--- src/rtl/ddr_enc_chk_pkg.sv ---
// Shared states and constants for the encoder-checker self-test sequencer.
// Optional error injection is built in with ENC_CHK_ERR_INJ_EN.
package ddr_enc_chk_pkg;

    localparam int SEQ_WD = 16;
    localparam int PAT_WD = 48;
    localparam logic [PAT_WD-1:0] PAT = 48'hBBBB_CCCC_DDDD;

    typedef enum logic [2:0] {
        IDLE,
        CLR,
        SEND,
        GAP,
        DRAIN,
        EVAL
    } ctrl_st_e;

    function automatic int max_i(input int a, input int b);
        return (a > b) ? a : b;
    endfunction

endpackage

--- src/rtl/ddr_512b_enc_chk_ctrl_if.sv ---
// Sequencer <-> checker link: clear, word stream and result counters.
// Used unchanged with or without ENC_CHK_ERR_INJ_EN.
interface ddr_512b_enc_chk_ctrl_if #(
    parameter int DATA_WD = 64
);

    logic               chk_rst;
    logic               gen_vld;
    logic [DATA_WD-1:0] gen_data;
    logic [31:0]        chk_suc_cnt;
    logic [31:0]        chk_err_cnt;

    modport master (
        output chk_rst,
        output gen_vld,
        output gen_data,
        input  chk_suc_cnt,
        input  chk_err_cnt
    );

    modport slave (
        input  chk_rst,
        input  gen_vld,
        input  gen_data,
        output chk_suc_cnt,
        output chk_err_cnt
    );

endinterface

--- src/rtl/cmip_app_cnt.sv ---
// Generic clearable event counter.
// Independent of ENC_CHK_ERR_INJ_EN.
module cmip_app_cnt #(
    parameter int WD = 32
) (
    input  logic          clk,
    input  logic          rst_n,
    input  logic          clr,
    input  logic          inc,
    output logic [WD-1:0] cnt
);

    always_ff @(posedge clk or negedge rst_n) begin
        if (!rst_n) begin
            cnt <= '0;
        end else if (clr) begin
            cnt <= '0;
        end else if (inc) begin
            cnt <= cnt + 1'b1;
        end
    end

endmodule

--- src/rtl/ddr_enc_pat_gen.sv ---
// Sequence-numbered word generator for the checker self-test.
// ENC_CHK_ERR_INJ_EN adds single-word seq[0] corruption.
module ddr_enc_pat_gen
    import ddr_enc_chk_pkg::*;
#(
    parameter int DATA_WD = 64
`ifdef ENC_CHK_ERR_INJ_EN
    ,
    parameter int LEN_WD = 32
`endif
) (
    input  logic               clk,
    input  logic               rst_n,
    input  logic               clr,
    input  logic               step,
`ifdef ENC_CHK_ERR_INJ_EN
    input  logic               inj_en,
    input  logic [LEN_WD-1:0]  inj_idx,
`endif
    output logic [DATA_WD-1:0] gen_data
);

    logic [SEQ_WD-1:0]         seq;
    logic [DATA_WD-SEQ_WD-1:0] pat_w;
    logic                      flip;

    // seq wraps at 16 bits, same as the checker's expected count
    always_ff @(posedge clk or negedge rst_n) begin
        if (!rst_n) begin
            seq <= '0;
        end else if (clr) begin
            seq <= '0;
        end else if (step) begin
            seq <= seq + 1'b1;
        end
    end

    for (genvar i = 0; i < DATA_WD - SEQ_WD; i++) begin : g_pat
        assign pat_w[i] = PAT[i % PAT_WD];
    end

`ifdef ENC_CHK_ERR_INJ_EN
    logic [LEN_WD-1:0] idx;

    always_ff @(posedge clk or negedge rst_n) begin
        if (!rst_n) begin
            idx <= '0;
        end else if (clr) begin
            idx <= '0;
        end else if (step) begin
            idx <= idx + 1'b1;
        end
    end

    assign flip = inj_en && (idx == inj_idx);
`else
    assign flip = 1'b0;
`endif

    assign gen_data = step ? {pat_w, seq ^ SEQ_WD'(flip)} : '0;

endmodule

--- src/rtl/ddr_512b_enc_chk_ctrl.sv ---
// Self-test sequencer: clears the checker, streams words, judges counters.
// Define ENC_CHK_ERR_INJ_EN for the cfg_inj_en / cfg_inj_idx injection feature.
module ddr_512b_enc_chk_ctrl
    import ddr_enc_chk_pkg::*;
#(
    parameter int DATA_WD   = 64,
    parameter int LEN_WD    = 32,
    parameter int DRAIN_CYC = 16
) (
    input  logic                  clk,
    input  logic                  rst_n,
    input  logic                  cfg_start,
    input  logic                  cfg_abort,
    input  logic [LEN_WD-1:0]     cfg_pkt_num,
    input  logic [7:0]            cfg_gap,
`ifdef ENC_CHK_ERR_INJ_EN
    input  logic                  cfg_inj_en,
    input  logic [LEN_WD-1:0]     cfg_inj_idx,
`endif
    ddr_512b_enc_chk_ctrl_if.master chk,
    output logic                  busy,
    output logic                  done,
    output logic                  pass,
    output logic [LEN_WD-1:0]     sent_cnt
);

    localparam int DR_WD  = $clog2(DRAIN_CYC);
    localparam int CNT_WD = max_i(8, DR_WD);
    localparam int CMP_WD = max_i(LEN_WD, 32);
    localparam logic [CNT_WD-1:0] DRAIN_LD = CNT_WD'(DRAIN_CYC - 1);

    ctrl_st_e          st, st_nxt;
    logic [CNT_WD-1:0] cnt, cnt_nxt;
    logic [LEN_WD-1:0] pkt_q;
    logic [7:0]        gap_q;
    logic              abt_done;
    logic              start_acc;
    logic              last_word;
    logic              sending;
    logic [CMP_WD-1:0] suc_x, pkt_x;
    logic              norm_ok, pass_ok;

    assign start_acc = (st == IDLE) && cfg_start && !cfg_abort;
    assign sending   = (st == SEND);
    assign last_word = (sent_cnt == pkt_q - 1'b1);

    always_comb begin
        st_nxt  = st;
        cnt_nxt = cnt;
        unique case (st)
            IDLE: begin
                if (start_acc) st_nxt = CLR;
            end
            CLR: begin
                if (pkt_q == '0) begin
                    st_nxt  = DRAIN;
                    cnt_nxt = DRAIN_LD;
                end else begin
                    st_nxt = SEND;
                end
            end
            SEND: begin
                if (last_word) begin
                    st_nxt  = DRAIN;
                    cnt_nxt = DRAIN_LD;
                end else if (gap_q != '0) begin
                    st_nxt  = GAP;
                    cnt_nxt = CNT_WD'(gap_q);
                end
            end
            GAP: begin
                cnt_nxt = cnt - 1'b1;
                if (cnt == CNT_WD'(1)) st_nxt = SEND;
            end
            DRAIN: begin
                cnt_nxt = cnt - 1'b1;
                if (cnt == '0) st_nxt = EVAL;
            end
            EVAL: begin
                st_nxt = IDLE;
            end
            default: begin
                st_nxt = IDLE;
            end
        endcase
        if (cfg_abort && (st != IDLE)) st_nxt = IDLE;
    end

    // counters are judged at their natural widths, zero-extended
    assign suc_x   = CMP_WD'(chk.chk_suc_cnt);
    assign pkt_x   = CMP_WD'(pkt_q);
    assign norm_ok = (chk.chk_err_cnt == '0) && (suc_x == pkt_x);

`ifdef ENC_CHK_ERR_INJ_EN
    logic              inj_en_q;
    logic [LEN_WD-1:0] inj_idx_q;
    logic              inj_act;
    logic              inj_ok;

    always_ff @(posedge clk or negedge rst_n) begin
        if (!rst_n) begin
            inj_en_q  <= 1'b0;
            inj_idx_q <= '0;
        end else if (start_acc) begin
            inj_en_q  <= cfg_inj_en;
            inj_idx_q <= cfg_inj_idx;
        end
    end

    assign inj_act = inj_en_q && (inj_idx_q < pkt_q);
    assign inj_ok  = (chk.chk_err_cnt == 32'd1) && (suc_x == pkt_x - 1'b1);
    assign pass_ok = inj_act ? inj_ok : norm_ok;
`else
    assign pass_ok = norm_ok;
`endif

    always_ff @(posedge clk or negedge rst_n) begin
        if (!rst_n) begin
            st       <= IDLE;
            cnt      <= '0;
            pkt_q    <= '0;
            gap_q    <= '0;
            pass     <= 1'b0;
            abt_done <= 1'b0;
        end else begin
            st       <= st_nxt;
            cnt      <= cnt_nxt;
            abt_done <= cfg_abort && (st != IDLE) && (st != EVAL);
            if (start_acc) begin
                pkt_q <= cfg_pkt_num;
                gap_q <= cfg_gap;
                pass  <= 1'b0;
            end else if (st == EVAL) begin
                pass <= pass_ok && !cfg_abort;
            end
        end
    end

    assign chk.chk_rst = (st == CLR);
    assign chk.gen_vld = sending;
    assign busy        = (st != IDLE);
    assign done        = (st == EVAL) || abt_done;

    cmip_app_cnt #(
        .WD (LEN_WD)
    ) u_sent_cnt (
        .clk   (clk),
        .rst_n (rst_n),
        .clr   (start_acc),
        .inc   (sending),
        .cnt   (sent_cnt)
    );

    ddr_enc_pat_gen #(
        .DATA_WD (DATA_WD)
`ifdef ENC_CHK_ERR_INJ_EN
        ,
        .LEN_WD  (LEN_WD)
`endif
    ) u_pat_gen (
        .clk      (clk),
        .rst_n    (rst_n),
        .clr      (start_acc),
        .step     (sending),
`ifdef ENC_CHK_ERR_INJ_EN
        .inj_en   (inj_en_q),
        .inj_idx  (inj_idx_q),
`endif
        .gen_data (chk.gen_data)
    );

endmodule

--- src/flat_wrapper.sv ---
// flat-port wrapper written by rule: the top's interface ports become plain ports
module ddr_512b_enc_chk_ctrl_flat import ddr_enc_chk_pkg::*;
#(
    parameter int DATA_WD   = 64,
    parameter int LEN_WD    = 32,
    parameter int DRAIN_CYC = 16
)
  (clk, rst_n, cfg_start, cfg_abort, cfg_pkt_num, cfg_gap, busy, done, pass, sent_cnt, chk_chk_rst, chk_gen_vld, chk_gen_data, chk_chk_suc_cnt, chk_chk_err_cnt);
  ddr_512b_enc_chk_ctrl_if #(.DATA_WD(DATA_WD)) chk_i ();
  input  logic clk;
  input  logic rst_n;
  input  logic cfg_start;
  input  logic cfg_abort;
  input  logic [LEN_WD-1:0] cfg_pkt_num;
  input  logic [7:0] cfg_gap;
  output logic busy;
  output logic done;
  output logic pass;
  output logic [LEN_WD-1:0] sent_cnt;
  output wire logic [$bits(chk_i.chk_rst)-1:0] chk_chk_rst;
  output wire logic [$bits(chk_i.gen_vld)-1:0] chk_gen_vld;
  output wire logic [$bits(chk_i.gen_data)-1:0] chk_gen_data;
  input wire logic [$bits(chk_i.chk_suc_cnt)-1:0] chk_chk_suc_cnt;
  input wire logic [$bits(chk_i.chk_err_cnt)-1:0] chk_chk_err_cnt;
  assign chk_chk_rst = chk_i.chk_rst;
  assign chk_gen_vld = chk_i.gen_vld;
  assign chk_gen_data = chk_i.gen_data;
  assign chk_i.chk_suc_cnt = chk_chk_suc_cnt;
  assign chk_i.chk_err_cnt = chk_chk_err_cnt;
  ddr_512b_enc_chk_ctrl #(.DATA_WD(DATA_WD), .LEN_WD(LEN_WD), .DRAIN_CYC(DRAIN_CYC)) u_core (.clk(clk), .rst_n(rst_n), .cfg_start(cfg_start), .cfg_abort(cfg_abort), .cfg_pkt_num(cfg_pkt_num), .cfg_gap(cfg_gap), .chk(chk_i), .busy(busy), .done(done), .pass(pass), .sent_cnt(sent_cnt));
endmodule
--- config.mk ---
export PLATFORM = sky130hd
export DESIGN_NAME = ddr_512b_enc_chk_ctrl_flat
export DESIGN_NICKNAME = d
export VERILOG_FILES = /design/src/rtl/ddr_enc_chk_pkg.sv /design/src/rtl/ddr_512b_enc_chk_ctrl_if.sv /design/src/rtl/cmip_app_cnt.sv /design/src/rtl/ddr_enc_pat_gen.sv /design/src/rtl/ddr_512b_enc_chk_ctrl.sv /design/src/flat_wrapper.sv
export SDC_FILE = /design/constraint.sdc
export NUM_CORES = 1
export LEC_CHECK = 0
export BUFFER_PORTS_ARGS = -buffer_cell sky130_fd_sc_hd__buf_2
export CAP_MARGIN = 10
export CORE_MARGIN = 1
export CORE_UTILIZATION = 45
export DETAILED_ROUTE_END_ITERATION = 12
export PLACE_DENSITY = 0.67
export REMOVE_ABC_BUFFERS = 1
export SYNTH_ARGS = -nofsm -noshare
export SYNTH_HDL_FRONTEND = slang
export SYNTH_SLANG_ARGS = --single-unit
--- constraint.sdc ---
create_clock -name clk -period 4.3 [get_ports clk]
set_input_delay 0 -clock clk [delete_from_list [all_inputs] [get_ports clk]]
set_output_delay 0 -clock clk [all_outputs]
set_load 0.01 [all_outputs]
==> results by group <==
Cells and area
  – Multi-input gate area: about 0.0038 sq mm
  – Area grow syn2layout: 21.1%
  – NumNets Final: 1046
  – Register area: roughly 0.0025 sq mm
  – Share of cells above drive strength 1: ~29%
  – Filler cells: 1346
  – Ant diodes: 0

Critical path
  – Worst-path fanout max: 11
  – Slowest stage cell on the critical path: nor4_4
  – Endpoint type of the worst setup path: flop
  – Critical path, cell by cell: nor4_4 -> nand4_4 -> or3_1 -> xnor2_1 -> or4_1 -> a2111oi_4 -> and4b_1 -> o21ai_2 -> a221o_1
  – WS Path Type: reg2reg
  – CP Data Arrival Time: roughly 4 ns
  – Crit path largest cell delay: approximately 0.57 ns
  – Cell class contributing the biggest share of worst-path delay: simple AND/OR/NAND/NOR gates
  – Worst path buffer plus inverter count: 0
  – Critical Path Source Type: flop
  – Critical Path RT: approximately 4.5 ns

Clock network
  – Worst-Skew Late Latency: between 0.3 and 0.4 ns
  – Clock sinks: between 100 and 150
  – Total CTS buffers: 9
  – Clock Path Buffers: 2
  – H-tree depth: 3
  – CTS root buffer: clkbuf_16
  – CTS tree: yes
  – Worst-path clk slew: 0.07 ns

Route
  – First-pass iteration count of the detailed router: 10
  – DRC Markers: 10
  – ANT nets after route: 0
  – Vias/cell: about 5.4
  – Detailed Route Iter0 Violations: ~340
  – Wire per inst: 16.3 microns
  – Routed WL: about 18000 microns
  – Via count: 6055

Global routing
  – Grt total ovfl: 0
  – First-pass GRT wire length: ~30000 microns
  – Grt met3 use: under 10%
  – Met2 GRT Util: a little under two fifths
  – Met1 Resource Use GR: about a third
  – Total track usage: 24.0%
  – Vias in the first global route: approximately 5700
  – Initial antenna violation count: 0
  – Largest net degree at the start of global routing: between 70 and 80
  – GR peak layer: met2

Synth
  – Share of the yosys chip area belonging to registers: 36.7%
  – Yosys cell types: 70
  – Yosys reg bits: 101
  – Largest family of logic cells by synthesized area: simple AND/OR/NAND/NOR gates
  – Async set or reset register ratio after synthesis: 100%
  – Adder-cell share of the synthesized area: between 1 and 1.5%
  – Mux cell area share after synthesis: roughly 6.3%
  – Post-synthesis xor/xnor area fraction: between 10% and 20%
  – Synth Area in Compound Gates: around a tenth
  – Warning count from the yosys run: 0
  – Cells after Synth: ~750
  – Netlist Area Pre-Place: approximately 0.0069 sq mm
  – Syn_area_per_cell: between 9 and 10 sq um
  – Most common flop cell mapped by yosys: dfrtp_1
  – Simple-gate share of the synthesized area: approximately 23%
  – EDFF count, synth: 0

STA
  – Fmax: around 260 MHz
  – RSZ-0062 raised after global routing: no
  – Slew headroom: 39.8%
  – Minimum clock period: 3.77 ns
  – Final hold vios: 0
  – # setup viols final: 0
  – Max Slew Vio Count: 0
  – Worst hold slack: roughly 0.088 ns
  – Worst-margin pin slew: approximately 0.9 ns
  – Tcrit/Tclk final: around 88%
  – Fin Clk Skew: 0.00829 ns

Power and ir drop
  – VDD IR max: about 0.26 mV
  – Flop pwr share: ~40%
  – Clock share of power: 19.0%
  – Logic pwr share: about two fifths
  – Leakage: between 0.003 and 0.004 uW
  – Sw frac: approximately two fifths
  – Sw power: around 1700 uW
  – PwrDens: ~500 mW/mm^2
  – Int Pwr: 2490 uW
  – Overall power: 4230 uW

Floorplan
  – Die W: roughly 130 microns
  – Starting Density: between 40% and 50%
  – Die area: 0.0158 sq mm
  – IO Count: 209
  – Rows: 44
  – Core area: around 0.015 sq mm
  – Chip height: 126 microns

Job
  – Max-Cap Viols: 0

Placed design
  – # port buffers: between 150 and 200
  – GPL Wtd Cong: about 0.94
  – HPWL Detailed: 13700 microns

Outcome
  – Violated checks: design-rule violations
  – Status: finished with violations

Worst hold path
  – Hold Path Class: in2reg
[sequential cells by signal, summed over array words and instances (netlist names)]
signal and cells:
u_core.cnt 8, u_core.u_sent_cnt.cnt 32, u_core.gap_q 8, u_core.pkt_q 32, u_core.abt_done 1, u_core.st 3, u_core.pass 1, u_core.u_pat_gen.seq 16
[repair_timing]
action | CTS | global route
endpoints found under the hold margin | 112 | 0
hold buffers | 42 | 0
resized for setup | 0 | 0
setup buffers | 0 | 0
[cell usage in the layout (no fill, tap or decap), types with 3 or more instances in the layout]
master	count
xnor2_1	50
or3_1	19
nor3_1	15
o211ai_1	3
or4_1	6
nand4_1	19
nand2b_1	4
o31ai_1	8
nand3_1	23
buf_2	191
clkbuf_16	9
nor3b_1	4
clkbuf_8	3
inv_1	15
and3_1	9
mux2_2	37
nand2_1	49
dfrtp_1	101
ha_1	6
buf_4	7
nor4_1	21
a21o_1	3
dlygate4sd3_1	42
xor2_1	62
o21ai_0	23
a21oi_1	32
and2_1	19
conb_1	16
nor2b_1	6
or2_2	4
nand4b_1	3
nor2_1	69
a31oi_1	4
[path summary, 6_finish.rpt]
kind                            slack [ns]  depth (start not counted)                         to                 from
worst max-delay path                  0.53                          9              u_core.cnt[7]      u_core.pkt_q[3]
worst min-delay path                  0.09                          6                u_core.pass  chk_chk_err_cnt[11]
worst max register to register        0.53                          9              u_core.cnt[7]      u_core.pkt_q[3]
worst min register to register        0.52                          2                u_core.pass          u_core.pass
max in group asynchronous             3.01                          3            u_core.gap_q[6]                rst_n
min in group asynchronous             0.30                          2  u_core.u_sent_cnt.cnt[14]                rst_n
[cells by family after synthesis]
group,Yosys count
multiplexers,39
AO/OA/AOI/OAI,102
other,1
adder cells (fa/ha/maj),6
buffers and inverters,102
XOR/XNOR,112
flip-flops,101
AND/OR/NAND/NOR,290
[metrics by stage]
step	setup WS [ns]	cell area [sq um]	TNS [ns]	cells	util [%]
2_1_floorplan	-3.06	6380	-245.56	681	-
3_3_place_gp	0.649	7630	0	1063	51.9
3_5_place_dp	0.547	7630	0	1063	51.9
4_1_cts	0.551	8330	0	1120	56.7
5_1_grt	0.316	8330	0	1120	56.7
6_report	0.526	8330	0	1120	56.7
[synth_stat cells (15+ instances only)]
cell type	instances	share of area, %
nand3_1	23	1.7
buf_4	48	5.2
clkbuf_1	27	1.5
and2_1	19	1.7
xor2_1	62	7.9
xnor2_1	50	6.4
a21oi_1	32	2.3
dfrtp_1	101	37
nand2_1	49	2.7
or3_1	19	1.7
inv_1	15	0.82
nor4_1	21	1.9
nor2_1	69	3.8
nor3_1	15	1.1
o21ai_0	23	1.7
mux2_2	37	6.1
nand4_1	19	1.7
[routing by layer]
layer / wire, microns / part of all wire (%)
met1: 8450 / 46
met2: 8700 / 48
met3: 835 / 4.6
met4: 317 / 1.7
met5: 0 / 0
[final cells by class]
cell class / count / share of cell area, %
multi-input cells: 565 / 45.6
flip-flops and latches: 101 / 30.3
repair buffers: 240 / 17.1
clock buffers: 13 / 3.24
well taps: 184 / 2.76
inverters: 15 / 0.676
clock inverters: 2 / 0.195
[power by group through the flow]
| stage | clock network [uW] | logic [uW] | registers [uW] |
|---|---|---|---|
| after floorplan | 0 | 1230 | 1570 |
| after global placement | 0 | 1690 | 1690 |
| after detailed placement | 0 | 1690 | 1700 |
| after CTS | 821 | 1730 | 1680 |
| after global routing | 858 | 1920 | 1750 |
| final | 805 | 1730 | 1690 |
[worst register-to-register path, cell delays in order (launching register included)]
cell       delay [ns]
dfrtp_1          0.48
nor4_4           0.57
nand4_4          0.22
or3_1            0.42
xnor2_1          0.15
or4_1            0.48
a2111oi_4        0.35
and4b_1          0.51
o21ai_2          0.16
a221o_1          0.32
Note: power is estimated with default switching activity, not from simulation.
